[src/rtl/misr_compactor_pkg.sv]
// Shared definitions for the LBIST response compactor: session FSM states and
// an elaboration-time geometry check.
package misr_compactor_pkg;

    typedef enum logic [1:0] {
        ST_IDLE = 2'd0,
        ST_RUN  = 2'd1,
        ST_DONE = 2'd2
    } state_e;

    // Response bus must split into whole signature-width slices.
    function automatic bit geometry_ok(input int din_w, input int width);
        return (width >= 2) && (din_w >= width) && ((din_w % width) == 0);
    endfunction

endpackage

[src/rtl/misr_compactor_core.sv]
// Signature register: folds the response bus into WIDTH bits and advances a
// Galois MISR step on each enabled cycle; load restores the seed.
module misr_compactor_core
    import misr_compactor_pkg::*;
#(
    parameter int               WIDTH = 24,
    parameter int               DIN_W = 48,
    parameter logic [WIDTH-1:0] POLY  = 24'h000087,
    parameter logic [WIDTH-1:0] SEED  = 24'd100,
    parameter bit               MODE  = 1'b0
) (
    input  logic             clk,
    input  logic             rst_n,
    input  logic             load,
    input  logic             en,
    input  logic [DIN_W-1:0] din,
    output logic [WIDTH-1:0] sig,
    output logic [WIDTH-1:0] sig_next
);

    localparam int SLICES = DIN_W / WIDTH;

    if (!geometry_ok(DIN_W, WIDTH)) begin : g_bad_geometry
        $error("misr_compactor_core: DIN_W (%0d) must be a multiple of WIDTH (%0d), WIDTH >= 2",
               DIN_W, WIDTH);
    end

    logic [WIDTH-1:0] sig_r;
    logic [WIDTH-1:0] fold_s;
    logic [WIDTH-1:0] step_s;
    logic [WIDTH-1:0] next_s;

    // Fold all slices of the response bus together.
    always_comb begin
        fold_s = {WIDTH{1'b0}};
        for (int j = 0; j < SLICES; j++) begin
            fold_s = fold_s ^ din[WIDTH*j +: WIDTH];
        end
    end

    // One Galois step; XNOR mode is the bitwise inverse of the XOR result.
    always_comb begin
        step_s = {sig_r[WIDTH-2:0], 1'b0}
               ^ (sig_r[WIDTH-1] ? POLY : {WIDTH{1'b0}})
               ^ fold_s;
        if (MODE) begin
            next_s = ~step_s;
        end else begin
            next_s = step_s;
        end
    end

    // Signature register; load has priority over a compaction step.
    always_ff @(posedge clk or negedge rst_n) begin
        if (!rst_n) begin
            sig_r <= SEED;
        end else if (load) begin
            sig_r <= SEED;
        end else if (en) begin
            sig_r <= next_s;
        end else begin
            sig_r <= sig_r;
        end
    end

    assign sig      = sig_r;
    assign sig_next = next_s;

endmodule

[src/rtl/misr_compactor.sv]
// LBIST output evaluator: MISR plus a session controller that counts valid
// response cycles and compares the final signature against a golden value.
module misr_compactor
    import misr_compactor_pkg::*;
#(
    parameter int               WIDTH = 24,
    parameter int               DIN_W = 48,
    parameter logic [WIDTH-1:0] POLY  = 24'h000087,
    parameter logic [WIDTH-1:0] SEED  = 24'd100,
    parameter bit               MODE  = 1'b0,
    parameter int               CNT_W = 16
) (
    input  logic             clk,
    input  logic             rst_n,
    input  logic             start,
    input  logic             abort,
    input  logic [CNT_W-1:0] n_patterns,
    input  logic [WIDTH-1:0] golden,
    input  logic             din_valid,
    input  logic [DIN_W-1:0] din,
    output logic [WIDTH-1:0] sig,
    output logic             busy,
    output logic             done,
    output logic             pass
);

    localparam logic [CNT_W-1:0] CNT_ONE = {{(CNT_W-1){1'b0}}, 1'b1};

    state_e           state_r;
    logic [CNT_W-1:0] cnt_r;
    logic [CNT_W-1:0] n_r;
    logic [WIDTH-1:0] golden_r;
    logic             busy_r;
    logic             done_r;
    logic             pass_r;

    logic             load_s;
    logic             en_s;
    logic             last_s;
    logic [WIDTH-1:0] sig_s;
    logic [WIDTH-1:0] sig_next_s;

    // Restart and abort both suppress a compaction step in their cycle.
    always_comb begin
        load_s = start;
        en_s   = (state_r == ST_RUN) && din_valid && !start && !abort;
        last_s = (cnt_r == (n_r - CNT_ONE));
    end

    misr_compactor_core #(
        .WIDTH (WIDTH),
        .DIN_W (DIN_W),
        .POLY  (POLY),
        .SEED  (SEED),
        .MODE  (MODE)
    ) u_core (
        .clk      (clk),
        .rst_n    (rst_n),
        .load     (load_s),
        .en       (en_s),
        .din      (din),
        .sig      (sig_s),
        .sig_next (sig_next_s)
    );

    // Session FSM with counter, sampled session parameters and registered flags.
    always_ff @(posedge clk or negedge rst_n) begin
        if (!rst_n) begin
            state_r  <= ST_IDLE;
            cnt_r    <= {CNT_W{1'b0}};
            n_r      <= {CNT_W{1'b0}};
            golden_r <= {WIDTH{1'b0}};
            busy_r   <= 1'b0;
            done_r   <= 1'b0;
            pass_r   <= 1'b0;
        end else if (start) begin
            cnt_r    <= {CNT_W{1'b0}};
            n_r      <= n_patterns;
            golden_r <= golden;
            if (n_patterns == {CNT_W{1'b0}}) begin
                // Empty session: the seed itself is the final signature.
                state_r <= ST_DONE;
                busy_r  <= 1'b0;
                done_r  <= 1'b1;
                pass_r  <= (SEED == golden);
            end else begin
                state_r <= ST_RUN;
                busy_r  <= 1'b1;
                done_r  <= 1'b0;
                pass_r  <= 1'b0;
            end
        end else if (abort) begin
            state_r <= ST_IDLE;
            busy_r  <= 1'b0;
            done_r  <= 1'b0;
            pass_r  <= 1'b0;
        end else begin
            case (state_r)
                ST_RUN: begin
                    if (din_valid) begin
                        cnt_r <= cnt_r + CNT_ONE;
                        if (last_s) begin
                            state_r <= ST_DONE;
                            busy_r  <= 1'b0;
                            done_r  <= 1'b1;
                            pass_r  <= (sig_next_s == golden_r);
                        end else begin
                            state_r <= ST_RUN;
                        end
                    end else begin
                        state_r <= ST_RUN;
                    end
                end
                ST_IDLE: begin
                    state_r <= ST_IDLE;
                end
                ST_DONE: begin
                    state_r <= ST_DONE;
                end
                default: begin
                    state_r <= ST_IDLE;
                    busy_r  <= 1'b0;
                    done_r  <= 1'b0;
                    pass_r  <= 1'b0;
                end
            endcase
        end
    end

    assign sig  = sig_s;
    assign busy = busy_r;
    assign done = done_r;
    assign pass = pass_r;

endmodule

[config.mk]
export PLATFORM = sky130hd
export DESIGN_NAME = misr_compactor
export DESIGN_NICKNAME = d
export VERILOG_FILES = /design/src/rtl/misr_compactor_pkg.sv /design/src/rtl/misr_compactor_core.sv /design/src/rtl/misr_compactor.sv
export SDC_FILE = /design/constraint.sdc
export NUM_CORES = 1
export LEC_CHECK = 0
export ABC_AREA = 1
export BUFFER_PORTS_ARGS = -buffer_cell sky130_fd_sc_hd__clkbuf_2
export CAP_MARGIN = 20
export CELL_PAD_IN_SITES_DETAIL_PLACEMENT = 1
export CELL_PAD_IN_SITES_GLOBAL_PLACEMENT = 1
export CORE_MARGIN = 1
export CORE_UTILIZATION = 39
export DETAILED_ROUTE_END_ITERATION = 12
export PLACE_DENSITY = 0.79
export SLEW_MARGIN = 5
export SYNTH_ARGS = -nofsm -noshare
export SYNTH_HDL_FRONTEND = slang
export SYNTH_SLANG_ARGS = --single-unit
[constraint.sdc]
create_clock -name clk -period 2 [get_ports clk]
set_input_delay 0.4 -clock clk [delete_from_list [all_inputs] [get_ports clk]]
set_output_delay 0.4 -clock clk [all_outputs]
set_load 0.01 [all_outputs]
### After elaboration in Yosys (flattened, before gate mapping)

Index checks and enable logic that the tools add are counted.

* input port bits: 93
* flip-flop bits (word level): 85
* word-level logic and storage cells: 66

* muxes and demuxes: 31
* bitwise operators: 3
* eq/ne operators: 9
* reductions and logical operators: 13
* add/subtract/negate cells: 2

Operators by type and width (count)
* 24-bit XOR: 3
* 16-bit 2-to-1 mux: 4
* 24-bit 2-to-1 mux: 2
* 24-bit equality test: 1
* 7-bit by 24-bit equality test with 1-bit output, first input constant: 1
* 16-bit by 1-bit adder with 16-bit output, second input constant: 1
* 16-bit equality test: 1
* 16-bit zero test: 1
* 16-bit by 1-bit subtractor with 16-bit output, second input constant: 1
* 1-bit 2-to-1 mux: 15
* 2-bit 2-to-1 mux: 5
* 8-bit 2-to-1 mux: 1
* 4-bit inequality test, second input constant: 2
* 1-bit case mux with 2 select lines: 3
* 3-bit AND reduction: 2
* 2-bit nonzero test: 3
* 2-bit case mux with 2 select lines: 1
* 1-bit logical AND: 3
* 3-bit by 1-bit inequality test with 1-bit output, second input constant: 1
* 2-bit by 1-bit equality test with 1-bit output, second input constant: 1
* 2-bit equality test, second input constant: 1
* 1-bit zero test: 2
* 2-bit zero test: 1
* 2-bit inequality test, second input constant: 1
* 2-bit OR reduction: 1

### Longest topological paths before layout

* depth in word-level cells: 9
* gate-level depth with buffers: 16
* gate-level depth less buffers: 16

### Cells and area by module

Synthesis repeated with hierarchy kept, for this count alone.

* cell total of the unflattened synthesis: 833
* area total of the unflattened synthesis: 5587.9 um^2

By module, submodules not included
* misr_compactor: area an instance 3671.0 um^2, cells an instance 508, seq. area each 1526.5 um^2, times used 1
* misr_compactor_core: area an instance 1916.8 um^2, cells an instance 325, seq. area each 604.3 um^2, times used 1

### Worst setup path after synthesis

OpenSTA, ideal clock, no wires.

* path kind: flip-flop to flip-flop
* start point: reg n_r[0]
* end point: reg pass_r, in the netlist pass
* data required time: 1.881 ns
* library setup time: 0.119 ns
* stages on the path, launching flop included: 16
* arrival time: 1.680 ns
* slack: 0.201 ns
* cell sequence: dfrtp_1 inv_1 ha_1 nand2_1 nor2_1 nand2_1 nand2_1 nand2_1 nor2_1 nand3_2 nor2_2 nand2_2 nand2_4 nand2_2 nor2_1 nor2_1

* cells in the longest elaborated chain, start to end: 4

RTL lines
* start, declared: line misr_compactor.sv:31 `logic [CNT_W-1:0] n_r;`
* start signal, assigned: line misr_compactor.sv:71 `n_r <= {CNT_W{1'b0}};`
* start signal, assigned: line misr_compactor.sv:78 `n_r <= n_patterns;`
* 16-bit by 1-bit subtractor with 16-bit output: line misr_compactor.sv:47 `last_s = (cnt_r == (n_r - CNT_ONE));`
* 16-bit equality test: line misr_compactor.sv:47
* 4-bit inequality test (no line)
* 3-bit AND reduction (no line)
* end signal, assigned: line misr_compactor.sv:85 `pass_r <= (SEED == golden);`
* end signal, assigned: line misr_compactor.sv:106 `pass_r <= (sig_next_s == golden_r);`
* end, declared: line misr_compactor.sv:35 `logic pass_r;`

No other way between the ends.
A chain may end at the register's enable or synchronous reset.

### Final worst setup path

* start point: reg n_r[3]
* end point: reg busy_r, in the netlist busy

* cells in the longest elaborated chain, start to end: 4

RTL lines
* 16-bit by 1-bit subtractor with 16-bit output: line misr_compactor.sv:47
* 16-bit equality test: line misr_compactor.sv:47
* 4-bit inequality test (no line)
* 3-bit AND reduction (no line)
* end signal, assigned: line misr_compactor.sv:73 `busy_r <= 1'b0;`
* end signal, assigned: line misr_compactor.sv:83 `busy_r <= 1'b0;`
* end signal, assigned: line misr_compactor.sv:88 `busy_r <= 1'b1;`
* end, declared: line misr_compactor.sv:33 `logic busy_r;`

No other way between the ends.

==> flow_metrics.env <==
export IMPL_drtIter0Drc=198
export IMPL_rows=42
export IMPL_cp_end_kind="flip-flop"
export IMPL_ys_ff_latch=85
export IMPL_clk_latency_ns=0.34
export IMPL_required_ns=2.23
export IMPL_finalNetCount=1020
export IMPL_ys_warnings_count=0
export IMPL_synth_area_per_cell_um2=6.88
export IMPL_worst_pin_slew_ns=0.787
export IMPL_mostFrequentLayoutCells="285 x nand2_1, 118 x clkbuf_2, 100 x inv_1, 77 x dfrtp_1, 53 x o21ai_0"
export IMPL_h_tree_depth=3
export IMPL_cp_arrival_ns=2.21
export IMPL_final_area_um2=6790
export IMPL_layout_commonest_cell="nand2_1"
export IMPL_r2r_start="n_r[3]"
export IMPL_gr_total_overflow=0
export IMPL_grt_total_usage_pct=25.0
export IMPL_synthToLayoutAreaGrowth_pct=25.1
export IMPL_worstHoldPathCells=3
export IMPL_clock_sinks=85
export IMPL_cts_root_buf="clkbuf_16"
export IMPL_synthCells=788
export IMPL_syn_nets=886
export IMPL_design_die_area_um2=14400
export IMPL_cts_tree="yes"
export IMPL_min_path_type="input pin to flip-flop"
export IMPL_ant_nets=0
export IMPL_core_um2=13400
export IMPL_max_cap_viol_count=0
export IMPL_fill_cells=1792
export IMPL_leakagePower_nw=3.63
export IMPL_cp_startpoint="n_r[3]"
export IMPL_min_from="n_patterns[14]"
export IMPL_slew_viol_final=0
export IMPL_route_vias_total=5627
export IMPL_fmax_mhz=506
export IMPL_grt_pass1_vias=5986
export IMPL_synth_area_um2=5420
export IMPL_fp_dieH_um=120
export IMPL_antenna_found_initial=0
export IMPL_route_detailed_wl_per_inst_um=15.6
export IMPL_drc_errors=0
export IMPL_yosysSeqAreaShare_pct=39.3
export IMPL_grt_pass1_wl_um=28300
export IMPL_finalSetupViolCount=0
export IMPL_grt_max_degree=62
export IMPL_dp_cells=1078
export IMPL_clkTransAtPathRegs_ns=0.06
export IMPL_r2r_slack_ns=0.02
export IMPL_hold_violations=0
export IMPL_fin_crit_sh_pct=98.9
export IMPL_place_area_um2=6270
export IMPL_relSlewSlack_pct=47.0
export IMPL_hold_end="n_r[14]"
export IMPL_dpl_hpwl_um=13100
export IMPL_rr_worst_depth=13
export IMPL_cts_buffers=9
export IMPL_fin_cells=1103
export IMPL_place_gp_congestion=0.875
export IMPL_vias_per_cell=5.10
export IMPL_wl_um=17200
export IMPL_start_kind="flip-flop"
export IMPL_yosysUniqueCellTypes=39
export IMPL_io_buffer_count=119
export IMPL_rsz0062_at_grt="yes"
export IMPL_skew_ns=0.00529
export IMPL_ios=120
export IMPL_drive_gt1_share_pct=22.1
export IMPL_critical_path_class="flip-flop to flip-flop"
export IMPL_antennaDiodeCount=0
export IMPL_start_util_pct=40.5
export IMPL_rr_endpoint="busy"
export IMPL_worstPathMaxFanout=5
export IMPL_first_pass_iters=4
export IMPL_clockBufferDepth=2
export IMPL_status="completed"
export IMPL_peakVddDrop_mv=0.524
export IMPL_powerDensity_nw_per_um2=702
export IMPL_die_w_um=120
export IMPL_finalCriticalPeriod_ns=1.98
export IMPL_power_total_mw=4.76
## metrics by stage
stage               hold slack, ns  util, %  setup TNS (ns)  setup WS [ns]
floorplan                    0.104        -               0          0.201
global placement             0.330     46.8               0         0.0857
detailed placement           0.340     46.8         -0.0967        -0.0516
CTS                          0.273     49.4               0         0.0118
global route                 0.284     50.6          -0.391         -0.118
finish                       0.281     50.6               0         0.0220
## layer usage
layer  vias to the layer above  global-route usage [%]  wire length [um]
met5                         -                       0                 0
met4                         0                    7.27               412
met3                        35                    5.23               579
met2                       129                    45.0              8960
met1                      2712                    29.6              7230
li1                       2751                       -                 -
## power breakdown
part           total, mW  internal [mW]  switching [mW]
Sequential          1.93           1.83           0.102
Clock               1.83           1.13           0.692
Combinational       1.01          0.380           0.626
## repair_timing
| item | in CTS | in global routing |
|---|---|---|
| hold buffers | 1 | 0 |
| buffers inserted | 1 | 8 |
| endpoints found under the setup margin | 4 | 8 |
| endpoints found under the hold margin | 21 | 0 |
| pin swaps | 0 | 15 |
| resized for setup | 4 | 33 |
## critical path: stages, from the launching register on
cell and delay (ns):
dfrtp_1 0.47, inv_1 0.12, nand2_1 0.12, nor2_2 0.05, buf_4 0.13, buf_4 0.12
nand3_1 0.07, nand4_1 0.17, nor2_1 0.17, nand2_2 0.10, nand2_4 0.11, nand2_4 0.07
nand2_2 0.10, nand2_1 0.05
## state kept, by name, summed over array words and instances, names as in the netlist
name,flops
u_core.sig,24
golden_r,24
pass,1
cnt_r,16
done,1
busy,1
state_r,2
n_r,16
## worst max path at each step
stage / end / cells after the start
6_report: busy / 13
5_1_grt: busy / 14
4_1_cts: pass / 12
3_5_place_dp: pass / 17
3_3_place_gp: pass / 17
2_1_floorplan: pass / 15
## final cells by class
cell class	count	area, um^2	share of cell area, %
well taps	176	220	3.25
clock buffers	13	250	3.69
clock inverters	3	68.8	1.01
repair buffers	139	763	11.2
inverters	105	394	5.81
multi-input cells	582	2950	43.5
flip-flops and latches	85	2140	31.5
## Yosys cell counts (all sizes together)
| cell | number | area [um^2] |
|---|---|---|
| clkinv | 1 | 3.75 |
| ha | 5 | 62.6 |
| nor3b | 1 | 7.51 |
| nand4 | 4 | 25.0 |
| o211ai | 1 | 7.51 |
| a22o | 1 | 8.76 |
| and2 | 1 | 6.26 |
| inv | 104 | 390 |
| buf | 5 | 20.0 |
| nand3 | 54 | 280 |
| dfrtp | 82 | 2050 |
| o22ai | 19 | 119 |
| nor4 | 9 | 71.3 |
| or2 | 4 | 25.0 |
| and3 | 1 | 6.26 |
| nand2 | 295 | 1120 |
| a22oi | 2 | 15.0 |
| nor2 | 63 | 272 |
| o21bai | 1 | 7.51 |
| nand3b | 5 | 37.5 |
| xor2 | 23 | 201 |
| xnor2 | 21 | 184 |
| a21oi | 10 | 50.1 |
| dfstp | 3 | 78.8 |
| o21ai | 54 | 270 |
| a211oi | 1 | 7.51 |
| nor3 | 7 | 46.3 |
| clkbuf | 11 | 42.5 |
## cells by family (layout without fill, tap and decap cells)
group                    Yosys count  in the layout  synth area share (%)
flip-flops                        85             85                  39.3
AO/OA/AOI/OAI                     89             89                  8.95
adder cells (fa/ha/maj)            5              5                  1.15
XOR/XNOR                          44             44                  7.11
AND/OR/NAND/NOR                  444            444                  35.1
buffers and inverters            121            260                  8.42
No activity file was read; power rests on OpenSTA's default activity.
